File: config.mk
export PLATFORM = sky130hd
export DESIGN_NAME = alu_arbiter
export DESIGN_NICKNAME = d
export VERILOG_FILES = /design/src/rtl/alu_pkg.sv /design/src/rtl/alu.sv /design/src/rtl/alu_arbiter.sv
export SDC_FILE = /design/constraint.sdc
export NUM_CORES = 1
export LEC_CHECK = 0
export BUFFER_PORTS_ARGS = -buffer_cell sky130_fd_sc_hd__buf_4
export CAP_MARGIN = 20
export CELL_PAD_IN_SITES_DETAIL_PLACEMENT = 1
export CELL_PAD_IN_SITES_GLOBAL_PLACEMENT = 2
export CORE_MARGIN = 5
export CORE_UTILIZATION = 36
export DETAILED_ROUTE_END_ITERATION = 16
export PLACE_DENSITY = 0.91
export SKIP_CTS_REPAIR_TIMING = 1
export SYNTH_ARGS = -nofsm -noshare
export SYNTH_HDL_FRONTEND = slang
export SYNTH_SLANG_ARGS = --single-unit
File: constraint.sdc
create_clock -name clk -period 8.25 [get_ports clk]
set_input_delay 0.4125 -clock clk [delete_from_list [all_inputs] [get_ports clk]]
set_output_delay 0.4125 -clock clk [all_outputs]
set_load 0.02 [all_outputs]
File: src/rtl/alu_pkg.sv
// alu_pkg
//   Shared definitions for the ALU and the two-requester ALU arbiter.
//   - ALU_CTRL_W     : width of the one-hot ALU control word
//   - ALU_<op>       : bit position of each operation in the control word
//   - rsp_state_e    : state of the arbiter's one-entry output register
//   - is_onehot()    : legality check for a control word
package alu_pkg;

   localparam int ALU_CTRL_W = 12;

   // Bit positions in the one-hot control word (ALU_ADD = bit 11 = 12'h800).
   localparam int ALU_ADD  = 11;  // src1 + src2
   localparam int ALU_SUB  = 10;  // src1 - src2
   localparam int ALU_SLT  = 9;   // signed   src1 < src2
   localparam int ALU_SLTU = 8;   // unsigned src1 < src2
   localparam int ALU_AND  = 7;
   localparam int ALU_NOR  = 6;
   localparam int ALU_OR   = 5;
   localparam int ALU_XOR  = 4;
   localparam int ALU_SLL  = 3;   // src2 << src1[4:0]
   localparam int ALU_SRL  = 2;   // src2 >> src1[4:0]
   localparam int ALU_SRA  = 1;   // src2 >>> src1[4:0]
   localparam int ALU_LUI  = 0;   // {src2[15:0], 16'h0}

   typedef enum logic {
      RSP_EMPTY = 1'b0,
      RSP_FULL  = 1'b1
   } rsp_state_e;

   // True when exactly one bit is set: non-zero and clearing the lowest
   // set bit leaves nothing behind.
   function automatic logic is_onehot(input logic [ALU_CTRL_W-1:0] v);
      return (v != '0) && ((v & (v - ALU_CTRL_W'(1))) == '0);
   endfunction

endpackage

File: src/rtl/alu.sv
// alu
//   Purely combinational ALU selected by a one-hot control word. Each
//   operation result is gated by its control bit and the gated results are
//   OR-ed together, so a non-one-hot word yields a meaningless mix that the
//   caller must screen out.
// Ports:
//   alu_control  in  ALU_CTRL_W  one-hot operation select
//   alu_src1     in  32          first operand (shift amount for shifts)
//   alu_src2     in  32          second operand (value shifted for shifts)
//   alu_result   out 32          operation result
module alu
   import alu_pkg::*;
(
   input  logic [ALU_CTRL_W-1:0] alu_control,
   input  logic [31:0]           alu_src1,
   input  logic [31:0]           alu_src2,
   output logic [31:0]           alu_result
);

   logic [31:0] add_res;
   logic [31:0] sub_res;
   logic [31:0] slt_res;
   logic [31:0] sltu_res;
   logic [31:0] sll_res;
   logic [31:0] srl_res;
   logic [31:0] sra_res;
   logic [31:0] lui_res;
   logic [4:0]  shamt;

   always_comb begin
      shamt    = alu_src1[4:0];
      add_res  = alu_src1 + alu_src2;
      sub_res  = alu_src1 - alu_src2;
      slt_res  = {31'b0, ($signed(alu_src1) < $signed(alu_src2))};
      sltu_res = {31'b0, (alu_src1 < alu_src2)};
      sll_res  = alu_src2 << shamt;
      srl_res  = alu_src2 >> shamt;
      sra_res  = $unsigned($signed(alu_src2) >>> shamt);
      lui_res  = {alu_src2[15:0], 16'h0000};

      alu_result = ({32{alu_control[ALU_ADD ]}} & add_res)
                 | ({32{alu_control[ALU_SUB ]}} & sub_res)
                 | ({32{alu_control[ALU_SLT ]}} & slt_res)
                 | ({32{alu_control[ALU_SLTU]}} & sltu_res)
                 | ({32{alu_control[ALU_AND ]}} & (alu_src1 & alu_src2))
                 | ({32{alu_control[ALU_NOR ]}} & ~(alu_src1 | alu_src2))
                 | ({32{alu_control[ALU_OR  ]}} & (alu_src1 | alu_src2))
                 | ({32{alu_control[ALU_XOR ]}} & (alu_src1 ^ alu_src2))
                 | ({32{alu_control[ALU_SLL ]}} & sll_res)
                 | ({32{alu_control[ALU_SRL ]}} & srl_res)
                 | ({32{alu_control[ALU_SRA ]}} & sra_res)
                 | ({32{alu_control[ALU_LUI ]}} & lui_res);
   end

endmodule

File: src/rtl/alu_arbiter.sv
// alu_arbiter
//   Shares one combinational ALU between two requesters (r0 = execute stage,
//   r1 = secondary issue port) with round-robin priority, screens the control
//   word for one-hot legality and captures {result, id, tag, err} in a
//   one-entry output register.
//
//   Handshake: a transfer happens on a rising edge where valid && ready.
//   Requesters hold valid and payload until ready; ready may depend on the
//   requester's own valid and on rsp_ready, never the reverse. The response
//   side is the same: a result leaves on an edge with rsp_valid && rsp_ready.
//
// Ports:
//   clk, resetn                 clock, async active-low reset
//   rX_valid / rX_ready         request handshake for requester X
//   rX_control                  one-hot ALU op select
//   rX_src1, rX_src2            operands
//   rX_tag                      opaque tag returned with the result
//   rsp_valid / rsp_ready       response handshake
//   rsp_result                  ALU result (0 when rsp_err)
//   rsp_id                      winning requester (0 = r0, 1 = r1)
//   rsp_tag                     tag of the winning request
//   rsp_err                     control word was not exactly one-hot
//   dbg_state                   output register FSM state
module alu_arbiter
   import alu_pkg::*;
#(
   parameter int unsigned TAG_W = 4
) (
   input  logic                  clk,
   input  logic                  resetn,
   input  logic                  r0_valid,
   output logic                  r0_ready,
   input  logic [ALU_CTRL_W-1:0] r0_control,
   input  logic [31:0]           r0_src1,
   input  logic [31:0]           r0_src2,
   input  logic [TAG_W-1:0]      r0_tag,
   input  logic                  r1_valid,
   output logic                  r1_ready,
   input  logic [ALU_CTRL_W-1:0] r1_control,
   input  logic [31:0]           r1_src1,
   input  logic [31:0]           r1_src2,
   input  logic [TAG_W-1:0]      r1_tag,
   output logic                  rsp_valid,
   input  logic                  rsp_ready,
   output logic [31:0]           rsp_result,
   output logic                  rsp_id,
   output logic [TAG_W-1:0]      rsp_tag,
   output logic                  rsp_err,
   output rsp_state_e            dbg_state
);

   rsp_state_e         state_q, state_d;
   logic               prio_q, prio_d;
   logic [31:0]        result_q, result_d;
   logic               id_q, id_d;
   logic [TAG_W-1:0]   tag_q, tag_d;
   logic               err_q, err_d;

   logic                  grant0, grant1;
   logic                  can_accept, accept;
   logic                  sel;
   logic [ALU_CTRL_W-1:0] sel_control;
   logic [31:0]           sel_src1, sel_src2;
   logic [TAG_W-1:0]      sel_tag;
   logic                  sel_err;
   logic [31:0]           alu_out;

   // Arbitration: a lone requester always wins; on contention prio_q names
   // the winner. Readys are gated by resetn so nothing is accepted while the
   // block is held in reset.
   always_comb begin
      grant0     = r0_valid && (!r1_valid || (prio_q == 1'b0));
      grant1     = r1_valid && (!r0_valid || (prio_q == 1'b1));
      can_accept = (state_q == RSP_EMPTY) || rsp_ready;
      r0_ready   = resetn && can_accept && grant0;
      r1_ready   = resetn && can_accept && grant1;
      accept     = r0_ready || r1_ready;
   end

   // Operand mux into the shared ALU; r0 is selected when nobody is granted,
   // which is harmless because nothing is loaded then.
   always_comb begin
      sel         = grant1;
      sel_control = sel ? r1_control : r0_control;
      sel_src1    = sel ? r1_src1    : r0_src1;
      sel_src2    = sel ? r1_src2    : r0_src2;
      sel_tag     = sel ? r1_tag     : r0_tag;
      sel_err     = !is_onehot(sel_control);
   end

   alu u_alu (
      .alu_control (sel_control),
      .alu_src1    (sel_src1),
      .alu_src2    (sel_src2),
      .alu_result  (alu_out)
   );

   // Next state: output register FSM, payload and round-robin pointer.
   always_comb begin
      state_d  = state_q;
      prio_d   = prio_q;
      result_d = result_q;
      id_d     = id_q;
      tag_d    = tag_q;
      err_d    = err_q;

      case (state_q)
         RSP_EMPTY: if (accept) state_d = RSP_FULL;
         RSP_FULL:  if (rsp_ready && !accept) state_d = RSP_EMPTY;
         default:   state_d = RSP_EMPTY;
      endcase

      if (accept) begin
         result_d = sel_err ? 32'h0 : alu_out;
         id_d     = sel;
         tag_d    = sel_tag;
         err_d    = sel_err;
         // The loser of this transfer gets priority next time.
         prio_d   = ~sel;
      end
   end

   always_ff @(posedge clk or negedge resetn) begin
      if (!resetn) begin
         state_q  <= RSP_EMPTY;
         prio_q   <= 1'b0;
         result_q <= 32'h0;
         id_q     <= 1'b0;
         tag_q    <= '0;
         err_q    <= 1'b0;
      end else begin
         state_q  <= state_d;
         prio_q   <= prio_d;
         result_q <= result_d;
         id_q     <= id_d;
         tag_q    <= tag_d;
         err_q    <= err_d;
      end
   end

   always_comb begin
      rsp_valid  = (state_q == RSP_FULL);
      rsp_result = result_q;
      rsp_id     = id_q;
      rsp_tag    = tag_q;
      rsp_err    = err_q;
      dbg_state  = state_q;
   end

endmodule

==> impl_table.tex, run 1 <==
\begin{tabular}{lr}
\hline
Metric & Value \\
\hline
\multicolumn{2}{l}{\textbf{Global routing}} \\
\quad Total gr overflow & 0 \\
\quad Via count of the first global-routing pass & 18000 \\
\quad GRT Overall Usage & 0.434 \\
\quad Most utilized layer in the global route result & met2 \\
\quad Number of antenna violations at the first check in global routing & 1 \\
\quad Wire length of the first global-routing pass & 134 mm \\
\quad Met3 Use GR & 0.108 \\
\quad Global-route met2 utilization & 0.644 \\
\quad GR Util met1 & 0.583 \\
\quad Pin count of the biggest net entering global routing & 82 \\
\multicolumn{2}{l}{\textbf{Logic synthesis}} \\
\quad Leading cell type by number of instances after synthesis & sky130\_fd\_sc\_hd\_\_nand2\_1 \\
\quad Post-Synthesis Mean Instance Area & 6.72 um\^{}2 \\
\quad Ranking of synthesized cells by area & sky130\_fd\_sc\_hd\_\_mux2i\_1 (9.6\%), sky130\_fd\_sc\_hd\_\_a21oi\_1 (7.6\%), sky130\_fd\_sc\_hd\_\_nand2\_1 (7.5\%) \\
\quad Yosys reg bits & 40 \\
\quad Post-synth EDFFs & 0 \\
\quad Leading cell types by count after synthesis & sky130\_fd\_sc\_hd\_\_nand2\_1 (274), sky130\_fd\_sc\_hd\_\_a21oi\_1 (208), sky130\_fd\_sc\_hd\_\_o21ai\_0 (142), sky130\_fd\_sc\_hd\_\_mux2i\_1 (131), sky130\_fd\_sc\_hd\_\_nor2\_1 (129) \\
\quad Sequential area share after synthesis & 0.0730 \\
\quad Ys async rst share & 1.00 \\
\quad Post-Syn Nets & 2277 \\
\quad Warnings, synthesis & 0 \\
\quad Post-synthesis cell area & 13700 um\^{}2 \\
\quad Top cell type's share of synthesized area & 0.0956 \\
\quad Number of distinct library cells after synthesis & 101 \\
\quad Most area-hungry cell type in the Yosys netlist & sky130\_fd\_sc\_hd\_\_mux2i\_1 \\
\quad Gate Count Post-Synth & 2040 \\
\quad Leading register cell type out of synthesis & sky130\_fd\_sc\_hd\_\_dfrtp\_1 \\
\multicolumn{2}{l}{\textbf{Routing}} \\
\quad Avg Vias per Cell & 7.05 \\
\quad Post-route DRC violation count & 0 \\
\quad Final Routed Wirelength & 95.4 mm \\
\quad Residual antenna-violating net count after detailed routing & 0 \\
\quad Via Count & 18700 \\
\quad Routed wirelength normalized by instance count & 35.9 um \\
\quad Initial DRC count & 2663 \\
\quad Drt first pass iters & 6 \\
\multicolumn{2}{l}{\textbf{Floorplanning}} \\
\quad Boundary Pins & 207 \\
\quad Core ar. & 37700 um\^{}2 \\
\quad Number of rows in the core area & 71 \\
\quad Die height & 205 um \\
\quad Die Span X & 205 um \\
\quad Overall die area & 42100 um\^{}2 \\
\quad Starting Density & 0.364 \\
\multicolumn{2}{l}{\textbf{Pwr}} \\
\quad Pleak & 6.84 nW \\
\quad Overall Power & 2.73 mW \\
\quad Power density of the placed cells & 173 nW/um\^{}2 \\
\quad Maximum ir drop on the vdd rail & 0.0000766 V \\
\multicolumn{2}{l}{\textbf{Place}} \\
\quad Total instance count after detailed placement & 2643 \\
\quad Standard cell area after detailed placement & 15600 um\^{}2 \\
\quad Total half-perimeter wirelength after legalization and detailed placement & 76.1 mm \\
\quad Port Buffer Count & 206 \\
\quad Weighted congestion at the end of routability-driven global placement & 1.09 \\
\multicolumn{2}{l}{\textbf{Timing}} \\
\quad Final setup TNS & 0 ns \\
\quad Headroom to the max-slew limit & 0.169 \\
\quad Final Skew & 0.0130 ns \\
\quad Achievable frequency & 165 MHz \\
\quad Total count of max-transition violations in the final report & 0 \\
\quad Final min period & 6.05 ns \\
\quad Slew at the pin with the worst max-slew slack & 1.24 ns \\
\quad Period utilisation layout & 0.733 \\
\quad Final Hold Vio Count & 0 \\
\quad Final setup violation count & 0 \\
\quad Setup repair after global routing missed its margin & false \\
\multicolumn{2}{l}{\textbf{Critical path}} \\
\quad Endpoint class of the critical path & flip-flop \\
\quad Data arrival time at the worst-slack endpoint & 6.20 ns \\
\quad Startpoint type of the worst setup path & flip-flop \\
\quad Crit path max fanout & 24 \\
\quad Critical setup path kind & reg -> reg \\
\quad Required time reported for the critical path endpoint & 8.41 ns \\
\multicolumn{2}{l}{\textbf{Clocking}} \\
\quad Clock transition at the register clock pins on the worst setup and hold paths after CTS & 0.08 ns \\
\quad H-Tree Level Count & 2 \\
\quad Bufs on Longest Clock Path & 2 \\
\quad Root Driver & sky130\_fd\_sc\_hd\_\_clkbuf\_16 \\
\quad Number of CTS-inserted buffers & 5 \\
\quad Clock tree from TritonCTS & built \\
\quad Skew-Pair Late Insertion Delay & 0.30 ns \\
\quad Num Clock Sinks & 40 \\
\multicolumn{2}{l}{\textbf{Layout}} \\
\quad Final cell area excluding filler cells & 15800 um\^{}2 \\
\quad Final Util & 0.419 \\
\quad Post-Layout Cell Count & 2655 \\
\quad NumNets Final & 2379 \\
\quad Filler Cell Count & 4943 \\
\quad Area growth from synthesis to layout & 15.0\% \\
\quad Share of cells above drive strength 1 & 0.178 \\
\multicolumn{2}{l}{\textbf{Status}} \\
\quad Outcome & completed \\
\multicolumn{2}{l}{\textbf{Min path}} \\
\quad Class of the worst hold path & in -> async \\
\multicolumn{2}{l}{\textbf{Run}} \\
\quad Total of max-cap violations & 0 \\
\hline
\end{tabular}
layer usage:
metal / up-vias / part of all wire
li1: 7925 / -
met1: 9289 / 0.41
met2: 1230 / 0.42
met3: 269 / 0.11
met4: 2 / 0.067
met5: - / 0.00012
power by group:
group / internal [mW] / switching (mW) / total, mW / leakage, nW
clock: 0.143 / 0.0998 / 0.243 / 0.0808
sequential: 0.209 / 0.0123 / 0.222 / 0.539
combinational: 0.690 / 1.57 / 2.27 / 6.22
total: 1.04 / 1.69 / 2.73 / 6.84
cells by family after synthesis:
logic type | share of synthesized area
AOI/OAI and AO/OA | 0.386
xor gates and xnor gates | 0.0185
adders and majority gates | 0.0657
buffers and inverters | 0.0760
DFF | 0.0730
muxes | 0.133
and+or+nand+nor | 0.247
metrics by stage:
stage | hold slack (ns) | setup slack, ns
floorplan | 0.117 | 3.14
detailed placement | 0.476 | 2.35
global route | 0.166 | 2.05
global placement | 0.464 | 2.45
CTS | 0.168 | 2.45
finish | 0.115 | 2.20
sequential cells by signal (all words and copies together) (netlist names):
register / flops
rsp_err: 1
dbg_state: 1
rsp_tag: 4
rsp_id: 1
rsp_result: 32
prio_q: 1
path summary, 6_finish.rpt:
path | start | end | slack, ns | cells past startpoint
worst min register to register | rsp_result[5]$_DFFE_PN0P_ | rsp_result[5]$_DFFE_PN0P_ | 0.49 | 2
worst max-delay path | prio_q$_DFFE_PN0P_ | rsp_result[25]$_DFFE_PN0P_ | 2.20 | 15
worst min-delay path | resetn | rsp_tag[3]$_DFFE_PN0P_ | 0.12 | 1
min in group clk | r1_tag[2] | rsp_tag[2]$_DFFE_PN0P_ | 0.42 | 3
max in group asynchronous | resetn | rsp_result[24]$_DFFE_PN0P_ | 7.67 | 1
worst max register to register | prio_q$_DFFE_PN0P_ | rsp_result[25]$_DFFE_PN0P_ | 2.20 | 15
area by class of cell:
type / count / area, um^2 / area share
clock inverters: 2 / 35.0 / 0.00222
repair buffers: 262 / 1960 / 0.124
clock buffers: 6 / 129 / 0.00817
flip-flops and latches: 40 / 1000 / 0.0634
multi-input cells: 1754 / 11700 / 0.742
well taps: 511 / 639 / 0.0405
diodes: 1 / 2.50 / 0.000159
inverters: 79 / 298 / 0.0189
worst max-delay path, stage by stage (launching register included):
cell and delay (ns):
sky130_fd_sc_hd__dfrtp_1 0.42, sky130_fd_sc_hd__and2b_4 0.36, sky130_fd_sc_hd__nor2_4 0.66, sky130_fd_sc_hd__mux2i_1 0.94, sky130_fd_sc_hd__inv_1 0.11, sky130_fd_sc_hd__ha_1 0.52
sky130_fd_sc_hd__nand3_1 0.34, sky130_fd_sc_hd__nor4_1 0.83, sky130_fd_sc_hd__nor2_1 0.15, sky130_fd_sc_hd__o31ai_1 0.27, sky130_fd_sc_hd__buf_4 0.21, sky130_fd_sc_hd__a31o_2 0.22
sky130_fd_sc_hd__a221oi_2 0.10, sky130_fd_sc_hd__xnor2_1 0.17, sky130_fd_sc_hd__a2111oi_0 0.44, sky130_fd_sc_hd__a22oi_1 0.12
cells in the final DEF, fill, tap and decap left out, drive strengths merged, types with 18 or more instances in the layout:
| cell type | netlist | routed |
|---|---|---|
| nor3 | 44 | 44 |
| nor2b | 49 | 49 |
| nand2b | 22 | 22 |
| a31oi | 26 | 26 |
| a21oi | 209 | 209 |
| buf | 82 | 262 |
| mux2i | 131 | 131 |
| o21ai | 151 | 151 |
| a2111oi | 18 | 18 |
| nand3 | 72 | 72 |
| nand2 | 276 | 276 |
| dfrtp | 40 | 40 |
| nor2 | 132 | 132 |
| and3 | 27 | 27 |
| inv | 78 | 78 |
| o211ai | 42 | 42 |
| a21o | 24 | 24 |
| a221oi | 42 | 42 |
| mux2 | 42 | 42 |
| ha | 72 | 72 |
| nand4 | 22 | 22 |
| a211oi | 42 | 42 |
| o221ai | 22 | 22 |
Note: power is estimated with default switching activity, not from simulation.
==> run 2: changes to the inputs <==
Settings changed: CORE_UTILIZATION 36 to 30, PLACE_DENSITY 0.91 to 0.81.
Clock period 8.25 ns to 5.1 ns, I/O delays scaled along.
==> run 2 against run 1 <==
  * Clock-buffer cell count down 1
  * Critical path depth fell by 1
  * Clock power is 50% higher
  * Largest power group unchanged
  * Setup slack worse by 2.1 ns
  * First-iteration DRC count down 20%
  * Clock skew down 0.0073 ns
  * Global-route usage decreased by 4.3 points
==> impl_table.tex, run 2 (synthesis results as in run 1) <==
\begin{tabular}{lr}
\hline
Metric & Value \\
\hline
\multicolumn{2}{l}{\textbf{Place}} \\
\quad Weighted congestion at the end of routability-driven global placement & 1.04 (was 1.09) \\
\quad Total half-perimeter wirelength after legalization and detailed placement & 83.0 mm (was 76.1 mm) \\
\quad Minimum setup slack after placement & -0.116 ns (was 2.35 ns) \\
\quad Port Buffer Count & 206 (unchanged) \\
\quad Standard cell area after detailed placement & 16400 um\^{}2 (was 15600 um\^{}2) \\
\multicolumn{2}{l}{\textbf{Critical path}} \\
\quad Kind of cell with the highest combined delay on the critical path & compound AO/OA/AOI/OAI gates (was simple AND/OR/NAND/NOR gates) \\
\quad Endpoint of the worst-slack reg-to-reg timing path & rsp\_result[27]\$\_DFFE\_PN0P\_ (was rsp\_result[25]\$\_DFFE\_PN0P\_) \\
\quad Data arrival time at the worst-slack endpoint & 5.18 ns (was 6.20 ns) \\
\quad Register-to-Register Setup Slack & 0.11 ns (was 2.20 ns) \\
\quad Worst path cell trace & nand2b\_4 -> nand2\_4 -> buf\_12 -> mux2i\_1 -> inv\_1 -> ha\_1 -> inv\_1 -> o21ai\_0 -> a221oi\_1 -> nand3\_1 -> nor3\_1 -> o2111ai\_1 -> a2111oi\_0 -> a211oi\_1 (was and2b\_4 -> nor2\_4 -> mux2i\_1 -> inv\_1 -> ha\_1 -> nand3\_1 -> nor4\_1 -> nor2\_1 -> o31ai\_1 -> buf\_4 -> a31o\_2 -> a221oi\_2 -> xnor2\_1 -> a2111oi\_0 -> a22oi\_1) \\
\quad Beginning of the worst register-to-register path & prio\_q\$\_DFFE\_PN0P\_ (unchanged) \\
\quad Number of buffer and inverter instances along the worst setup path & 3 (was 2) \\
\quad Required time reported for the critical path endpoint & 5.29 ns (was 8.41 ns) \\
\quad Cell repeated most along the worst path & sky130\_fd\_sc\_hd\_\_inv\_1 \\
\quad Startpoint type of the worst setup path & flip-flop (unchanged) \\
\quad Crit path largest cell delay & 0.81 ns (was 0.94 ns) \\
\quad Critical setup path kind & reg -> reg (unchanged) \\
\quad Crit path max fanout & 52 (was 24) \\
\quad Cells on worst reg2reg path & 14 (was 15) \\
\quad Slowest CP cell & sky130\_fd\_sc\_hd\_\_a221oi\_1 (was sky130\_fd\_sc\_hd\_\_mux2i\_1) \\
\quad Endpoint class of the critical path & flip-flop (unchanged) \\
\multicolumn{2}{l}{\textbf{Floorplanning}} \\
\quad Core ar. & 45300 um\^{}2 (was 37700 um\^{}2) \\
\quad Die height & 224 um (was 205 um) \\
\quad Boundary Pins & 207 (unchanged) \\
\quad Starting Density & 0.303 (was 0.364) \\
\quad Number of rows in the core area & 78 (was 71) \\
\quad Overall die area & 50100 um\^{}2 (was 42100 um\^{}2) \\
\quad Die Span X & 224 um (was 205 um) \\
\multicolumn{2}{l}{\textbf{Timing}} \\
\quad Final min period & 4.99 ns (was 6.05 ns) \\
\quad Final Hold Vio Count & 0 (unchanged) \\
\quad Total count of max-transition violations in the final report & 0 (unchanged) \\
\quad Setup repair after global routing missed its margin & false (unchanged) \\
\quad Headroom to the max-slew limit & 0.185 (was 0.169) \\
\quad Final Skew & 0.00578 ns (was 0.0130 ns) \\
\quad Slew at the pin with the worst max-slew slack & 1.22 ns (was 1.24 ns) \\
\quad Worst Setup Slack, final & 0.105 ns (was 2.20 ns) \\
\quad Final setup violation count & 0 (unchanged) \\
\quad Period utilisation layout & 0.979 (was 0.733) \\
\quad Achievable frequency & 200 MHz (was 165 MHz) \\
\multicolumn{2}{l}{\textbf{Pwr}} \\
\quad Maximum ir drop on the vdd rail & 0.000133 V (was 0.0000766 V) \\
\quad Power density of the placed cells & 280 nW/um\^{}2 (was 173 nW/um\^{}2) \\
\quad Sequential share of power & 0.077 (was 0.081) \\
\quad Combinational fraction of design power & 0.844 (was 0.830) \\
\quad Cell internal power dissipation & 1.78 mW (was 1.04 mW) \\
\quad Switching part of the total power & 0.616 (was 0.618) \\
\quad Pleak & 7.27 nW (was 6.84 nW) \\
\quad Overall Power & 4.65 mW (was 2.73 mW) \\
\quad Switching pwr & 2.86 mW (was 1.69 mW) \\
\quad Clock share of power & 0.078 (was 0.089) \\
\multicolumn{2}{l}{\textbf{Layout}} \\
\quad Final Util & 0.366 (was 0.419) \\
\quad Flip-flop count of the largest register after layout & 32 (unchanged) \\
\quad Most frequent cells in the layout & sky130\_fd\_sc\_hd\_\_buf\_4 (340), sky130\_fd\_sc\_hd\_\_nand2\_1 (274), sky130\_fd\_sc\_hd\_\_a21oi\_1 (208) (was sky130\_fd\_sc\_hd\_\_nand2\_1 (274), sky130\_fd\_sc\_hd\_\_buf\_4 (261), sky130\_fd\_sc\_hd\_\_a21oi\_1 (208)) \\
\quad NumNets Final & 2464 (was 2379) \\
\quad Most common cell after layout, fill and taps aside & sky130\_fd\_sc\_hd\_\_buf\_4 (was sky130\_fd\_sc\_hd\_\_nand2\_1) \\
\quad Area growth from synthesis to layout & 20.8\% (was 15.0\%) \\
\quad Filler Cell Count & 5790 (was 4943) \\
\quad Final cell area excluding filler cells & 16600 um\^{}2 (was 15800 um\^{}2) \\
\quad Share of cells above drive strength 1 & 0.211 (was 0.178) \\
\multicolumn{2}{l}{\textbf{Global routing}} \\
\quad Via count of the first global-routing pass & 18700 (was 18000) \\
\quad GRT Overall Usage & 0.391 (was 0.434) \\
\quad Wire length of the first global-routing pass & 144 mm (was 134 mm) \\
\quad Total gr overflow & 0 (unchanged) \\
\quad Pin count of the biggest net entering global routing & 84 (was 82) \\
\quad Number of antenna violations at the first check in global routing & 5 (was 1) \\
\multicolumn{2}{l}{\textbf{Clocking}} \\
\quad Skew-Pair Late Insertion Delay & 0.32 ns (was 0.30 ns) \\
\quad Number of CTS-inserted buffers & 5 (unchanged) \\
\quad Num Clock Sinks & 40 (unchanged) \\
\quad Root Driver & sky130\_fd\_sc\_hd\_\_clkbuf\_16 (unchanged) \\
\quad Clock transition at the register clock pins on the worst setup and hold paths after CTS & 0.08 ns (about the same) \\
\quad Clock tree from TritonCTS & built (unchanged) \\
\quad Bufs on Longest Clock Path & 2 (unchanged) \\
\quad H-Tree Level Count & 2 (unchanged) \\
\multicolumn{2}{l}{\textbf{Routing}} \\
\quad Via Count & 18900 (was 18700) \\
\quad Detail Route met2 WL & 43.9 mm (was 39.7 mm) \\
\quad Residual antenna-violating net count after detailed routing & 0 (unchanged) \\
\quad Avg Vias per Cell & 6.67 (was 7.05) \\
\quad M1 wire length & 43.8 mm (was 38.9 mm) \\
\quad Initial DRC count & 2138 (was 2663) \\
\quad Post-route DRC violation count & 0 (unchanged) \\
\quad Top routing layer in use & met5 (unchanged) \\
\quad Final Routed Wirelength & 103 mm (was 95.4 mm) \\
\quad Met3 wire length & 8.93 mm (was 10.4 mm) \\
\quad Drt first pass iters & 6 (unchanged) \\
\quad Routed wirelength normalized by instance count & 36.3 um (was 35.9 um) \\
\multicolumn{2}{l}{\textbf{Status}} \\
\quad Outcome & completed (unchanged) \\
\multicolumn{2}{l}{\textbf{Min path}} \\
\quad Class of the worst hold path & in -> async (unchanged) \\
\multicolumn{2}{l}{\textbf{Run}} \\
\quad Total of max-cap violations & 0 (unchanged) \\
\hline
\end{tabular}
run 2: cell count changes in the layout (fill, tap and decap cells not counted), sizes merged:
cell	previous run	this run
clkinv	2	4
buf	262	346
bufinv	1	0
diode	1	3
run 2: per-layer routing:
layer	track usage	up-vias
li1	-	8089
met1	0.532	9569
met2	0.597	992
met3	0.0803	219
met4	0.178	4
met5	0	-
run 2: per-stage QoR:
step	setup TNS, ns	std cells	hold slack (ns)
2_1_floorplan	0	2040	-0.0406
3_3_place_gp	-0.113	2813	0.448
3_5_place_dp	-0.116	2815	0.462
4_1_cts	-0.150	2823	0.111
5_1_grt	0	2828	0.139
6_report	0	2831	0.102
run 2: area by class of cell:
| type | instances | area [um^2] | share of cell area |
|---|---|---|---|
| clock inverter | 3 | 18.8 | 0.00113 |
| inverter | 79 | 298 | 0.0180 |
| clock buffer | 5 | 125 | 0.00755 |
| multi-input combinational | 1754 | 11700 | 0.707 |
| timing repair buffer | 347 | 2650 | 0.160 |
| sequential | 40 | 1000 | 0.0604 |
| tap | 600 | 751 | 0.0453 |
| antenna | 3 | 7.51 | 0.000453 |
run 2: how the worst max path moves through the flow:
stage | cells past startpoint | slack, ns | start | to
6_report | 14 | 0.11 | prio_q$_DFFE_PN0P_ | rsp_result[27]$_DFFE_PN0P_
5_1_grt | 17 | 0.01 | prio_q$_DFFE_PN0P_ | rsp_result[26]$_DFFE_PN0P_
4_1_cts | 16 | -0.15 | prio_q$_DFFE_PN0P_ | rsp_result[30]$_DFFE_PN0P_
3_5_place_dp | 16 | -0.12 | prio_q$_DFFE_PN0P_ | rsp_result[30]$_DFFE_PN0P_
3_3_place_gp | 16 | -0.11 | prio_q$_DFFE_PN0P_ | rsp_result[30]$_DFFE_PN0P_
2_1_floorplan | 22 | 0.08 | prio_q$_DFFE_PN0P_ | rsp_result[20]$_DFFE_PN0P_
run 2: power groups by stage:
stage | logic, mW | registers [mW] | clock network (mW)
global route | 4.05 | 0.362 | 0.376
global placement | 3.74 | 0.364 | 0
detailed placement | 3.75 | 0.365 | 0
finish | 3.92 | 0.359 | 0.364
CTS | 3.76 | 0.359 | 0.366
floorplan | 2.03 | 0.381 | 0
==> run 3: changes to the inputs <==
==> constraint.sdc (replaced) <==
create_clock -name clk -period 5.1 [get_ports clk]
set_input_delay 1.53 -clock clk [delete_from_list [all_inputs] [get_ports clk]]
set_output_delay 1.53 -clock clk [all_outputs]
set_load 0.02 [all_outputs]
==> run 3 against run 2 <==
  * Clock power is 5% higher
  * Combinational power up 23%
  * Wire length is 5.7% higher
  * Sequential share of layout area decreased by 1.1 points
  * Clock skew increased by 0.0012 ns
  * Sequential power hardly changed
  * Die area is the same
  * Via count grew 9.3%
  * Critical path type is now in -> reg
  * Critical endpoint is now rsp_result[26]$_DFFE_PN0P_
==> impl_table.tex, run 3 (synthesis results as in run 1) <==
\begin{tabular}{lr}
\hline
Metric & Value \\
\hline
\multicolumn{2}{l}{\textbf{Global routing}} \\
\quad Pin count of the biggest net entering global routing & 84 (unchanged) \\
\quad Total gr overflow & 0 (unchanged) \\
\quad Global-route met2 utilization & 0.633 (was 0.597) \\
\quad Wire length of the first global-routing pass & 151 mm (was 144 mm) \\
\quad Met3 Use GR & 0.0771 (was 0.0803) \\
\quad Via count of the first global-routing pass & 20700 (was 18700) \\
\quad Number of antenna violations at the first check in global routing & 5 (unchanged) \\
\quad Most utilized layer in the global route result & met2 (unchanged) \\
\quad GR Util met1 & 0.526 (was 0.532) \\
\quad GRT Overall Usage & 0.410 (was 0.391) \\
\multicolumn{2}{l}{\textbf{Pwr}} \\
\quad Maximum ir drop on the vdd rail & 0.000113 V (was 0.000133 V) \\
\quad Power density of the placed cells & 273 nW/um\^{}2 (was 280 nW/um\^{}2) \\
\quad Pleak & 9.34 nW (was 7.27 nW) \\
\quad Overall Power & 5.58 mW (was 4.65 mW) \\
\multicolumn{2}{l}{\textbf{Layout}} \\
\quad Area growth from synthesis to layout & 48.9\% (was 20.8\%) \\
\quad Flip-flop count of the largest register after layout & 32 (unchanged) \\
\quad Final Util & 0.451 (was 0.366) \\
\quad Final cell area excluding filler cells & 20400 um\^{}2 (was 16600 um\^{}2) \\
\quad NumNets Final & 2864 (was 2464) \\
\quad Share of cells above drive strength 1 & 0.358 (was 0.211) \\
\quad Most common cell after layout, fill and taps aside & sky130\_fd\_sc\_hd\_\_buf\_4 (unchanged) \\
\quad Most frequent cells in the layout & sky130\_fd\_sc\_hd\_\_buf\_4 (715), sky130\_fd\_sc\_hd\_\_nand2\_1 (270), sky130\_fd\_sc\_hd\_\_a21oi\_1 (203) (was sky130\_fd\_sc\_hd\_\_buf\_4 (340), sky130\_fd\_sc\_hd\_\_nand2\_1 (274), sky130\_fd\_sc\_hd\_\_a21oi\_1 (208)) \\
\multicolumn{2}{l}{\textbf{Timing}} \\
\quad Period utilisation layout & 0.991 (was 0.979) \\
\quad Final Hold Vio Count & 0 (unchanged) \\
\quad Headroom to the max-slew limit & 0.415 (was 0.185) \\
\quad Total count of max-transition violations in the final report & 0 (unchanged) \\
\quad Final setup TNS & 0 ns (unchanged) \\
\quad Slew at the pin with the worst max-slew slack & 0.860 ns (was 1.22 ns) \\
\quad Final setup violation count & 0 (unchanged) \\
\quad Achievable frequency & 198 MHz (was 200 MHz) \\
\quad Final Skew & 0.00694 ns (was 0.00578 ns) \\
\quad Final min period & 5.05 ns (was 4.99 ns) \\
\quad Setup repair after global routing missed its margin & true (was false) \\
\quad Worst Setup Slack, final & 0.0452 ns (was 0.105 ns) \\
\multicolumn{2}{l}{\textbf{Routing}} \\
\quad Routed wirelength normalized by instance count & 33.6 um (was 36.3 um) \\
\quad Avg Vias per Cell & 6.39 (was 6.67) \\
\quad Via Count & 20600 (was 18900) \\
\quad Drt first pass iters & 5 (was 6) \\
\quad Final Routed Wirelength & 109 mm (was 103 mm) \\
\quad Post-route DRC violation count & 0 (unchanged) \\
\quad Initial DRC count & 2310 (was 2138) \\
\quad Residual antenna-violating net count after detailed routing & 0 (unchanged) \\
\multicolumn{2}{l}{\textbf{Floorplanning}} \\
\quad Starting Density & 0.303 (unchanged) \\
\quad Core ar. & 45300 um\^{}2 (unchanged) \\
\quad Boundary Pins & 207 (unchanged) \\
\quad Die Span X & 224 um (unchanged) \\
\quad Number of rows in the core area & 78 (unchanged) \\
\quad Die height & 224 um (unchanged) \\
\quad Overall die area & 50100 um\^{}2 (unchanged) \\
\multicolumn{2}{l}{\textbf{Status}} \\
\quad Outcome & completed (unchanged) \\
\multicolumn{2}{l}{\textbf{Clocking}} \\
\quad Number of CTS-inserted buffers & 5 (unchanged) \\
\quad H-Tree Level Count & 2 (unchanged) \\
\quad Bufs on Longest Clock Path & 2 (unchanged) \\
\quad Root Driver & sky130\_fd\_sc\_hd\_\_clkbuf\_16 (unchanged) \\
\quad Num Clock Sinks & 40 (unchanged) \\
\quad Clock transition at the register clock pins on the worst setup and hold paths after CTS & 0.08 ns (about the same) \\
\quad Skew-Pair Late Insertion Delay & 0.33 ns (was 0.32 ns) \\
\quad Clock tree from TritonCTS & built (unchanged) \\
\multicolumn{2}{l}{\textbf{Critical path}} \\
\quad Required time reported for the critical path endpoint & 5.35 ns (was 5.29 ns) \\
\quad Data arrival time at the worst-slack endpoint & 5.30 ns (was 5.18 ns) \\
\quad Critical setup path kind & in -> reg (was reg -> reg) \\
\quad Crit path max fanout & 8 (was 52) \\
\quad Slowest CP cell & sky130\_fd\_sc\_hd\_\_or3b\_1 (was sky130\_fd\_sc\_hd\_\_a221oi\_1) \\
\quad Startpoint type of the worst setup path & input port (was flip-flop) \\
\quad Crit path largest cell delay & 0.40 ns (was 0.81 ns) \\
\quad Endpoint class of the critical path & flip-flop (unchanged) \\
\quad Kind of cell with the highest combined delay on the critical path & compound AO/OA/AOI/OAI gates (unchanged) \\
\quad Number of buffer and inverter instances along the worst setup path & 6 (was 3) \\
\quad Worst path cell trace & buf\_8 -> and2b\_4 -> nor2\_4 -> buf\_12 -> buf\_12 -> buf\_8 -> mux2i\_4 -> inv\_2 -> ha\_4 -> a211o\_1 -> o311ai\_0 -> buf\_4 -> a211oi\_4 -> o41ai\_4 -> a211oi\_2 -> nor3\_2 -> or3b\_1 -> o32a\_1 -> a32oi\_1 (was nand2b\_4 -> nand2\_4 -> buf\_12 -> mux2i\_1 -> inv\_1 -> ha\_1 -> inv\_1 -> o21ai\_0 -> a221oi\_1 -> nand3\_1 -> nor3\_1 -> o2111ai\_1 -> a2111oi\_0 -> a211oi\_1) \\
\multicolumn{2}{l}{\textbf{Run}} \\
\quad Total of max-cap violations & 0 (unchanged) \\
\multicolumn{2}{l}{\textbf{Place}} \\
\quad Minimum setup slack after placement & -0.794 ns (was -0.116 ns) \\
\quad Port Buffer Count & 206 (unchanged) \\
\quad Total half-perimeter wirelength after legalization and detailed placement & 88.6 mm (was 83.0 mm) \\
\quad Standard cell area after detailed placement & 19500 um\^{}2 (was 16400 um\^{}2) \\
\quad Weighted congestion at the end of routability-driven global placement & 1.05 (was 1.04) \\
\multicolumn{2}{l}{\textbf{Min path}} \\
\quad Class of the worst hold path & reg -> reg (was in -> async) \\
\hline
\end{tabular}
==> run 3: cell count changes in the layout (fill, tap and decap cells not counted), sizes merged <==
cell      previous run  this run
buf                346       744
clkinv               4         1
diode                3         1
clkbuf               6        10
clkinvlp             0         1
==> run 3: layer usage <==
metal  wire length, um  up-vias
met4              9380        6
met1             43700    10300
li1                  -     8895
met2             46300     1137
met5                36        -
met3              9140      331
==> run 3: final timing paths <==
kind | cells past startpoint | slack [ns] | to | start
max | 19 | 0.05 | rsp_result[26]$_DFFE_PN0P_ | r0_valid
min in group asynchronous | 1 | 1.07 | rsp_err$_DFFE_PN0P_ | resetn
min reg2reg | 2 | 0.49 | rsp_tag[0]$_DFFE_PN0P_ | rsp_tag[0]$_DFFE_PN0P_
max in group asynchronous | 2 | 3.25 | rsp_result[20]$_DFFE_PN0P_ | resetn
min | 2 | 0.49 | rsp_tag[0]$_DFFE_PN0P_ | rsp_tag[0]$_DFFE_PN0P_
max reg2reg | 18 | 0.91 | rsp_result[26]$_DFFE_PN0P_ | prio_q$_DFFE_PN0P_
==> run 3: layout make-up <==
class / instances / area (um^2)
timing repair buffer: 747 / 5920
tap: 600 / 751
clock inverter: 1 / 7.51
inverter: 79 / 308
antenna: 1 / 2.50
sequential: 40 / 1000
multi-input combinational: 1754 / 12300
clock buffer: 7 / 143
fill: 5840 / 24900
==> run 3: metrics by stage <==
stage | std cells | hold WS, ns
floorplan | 2040 | 0.484
global placement | 3194 | 0.466
detailed placement | 3195 | 0.478
CTS | 3203 | 0.494
global route | 3228 | 0.519
finish | 3229 | 0.493
==> run 3: power breakdown <==
part / internal [mW] / switching (mW) / total, mW
clock network: 0.197 / 0.186 / 0.382
logic: 1.98 / 2.87 / 4.84
registers: 0.338 / 0.0192 / 0.358
total: 2.51 / 3.07 / 5.58
==> run 3: worst min-delay path, cell delays in order (launching register included) <==
cell	delay (ns)
sky130_fd_sc_hd__dfrtp_1	0.35
sky130_fd_sc_hd__nand2_1	0.05
sky130_fd_sc_hd__o21ai_0	0.06
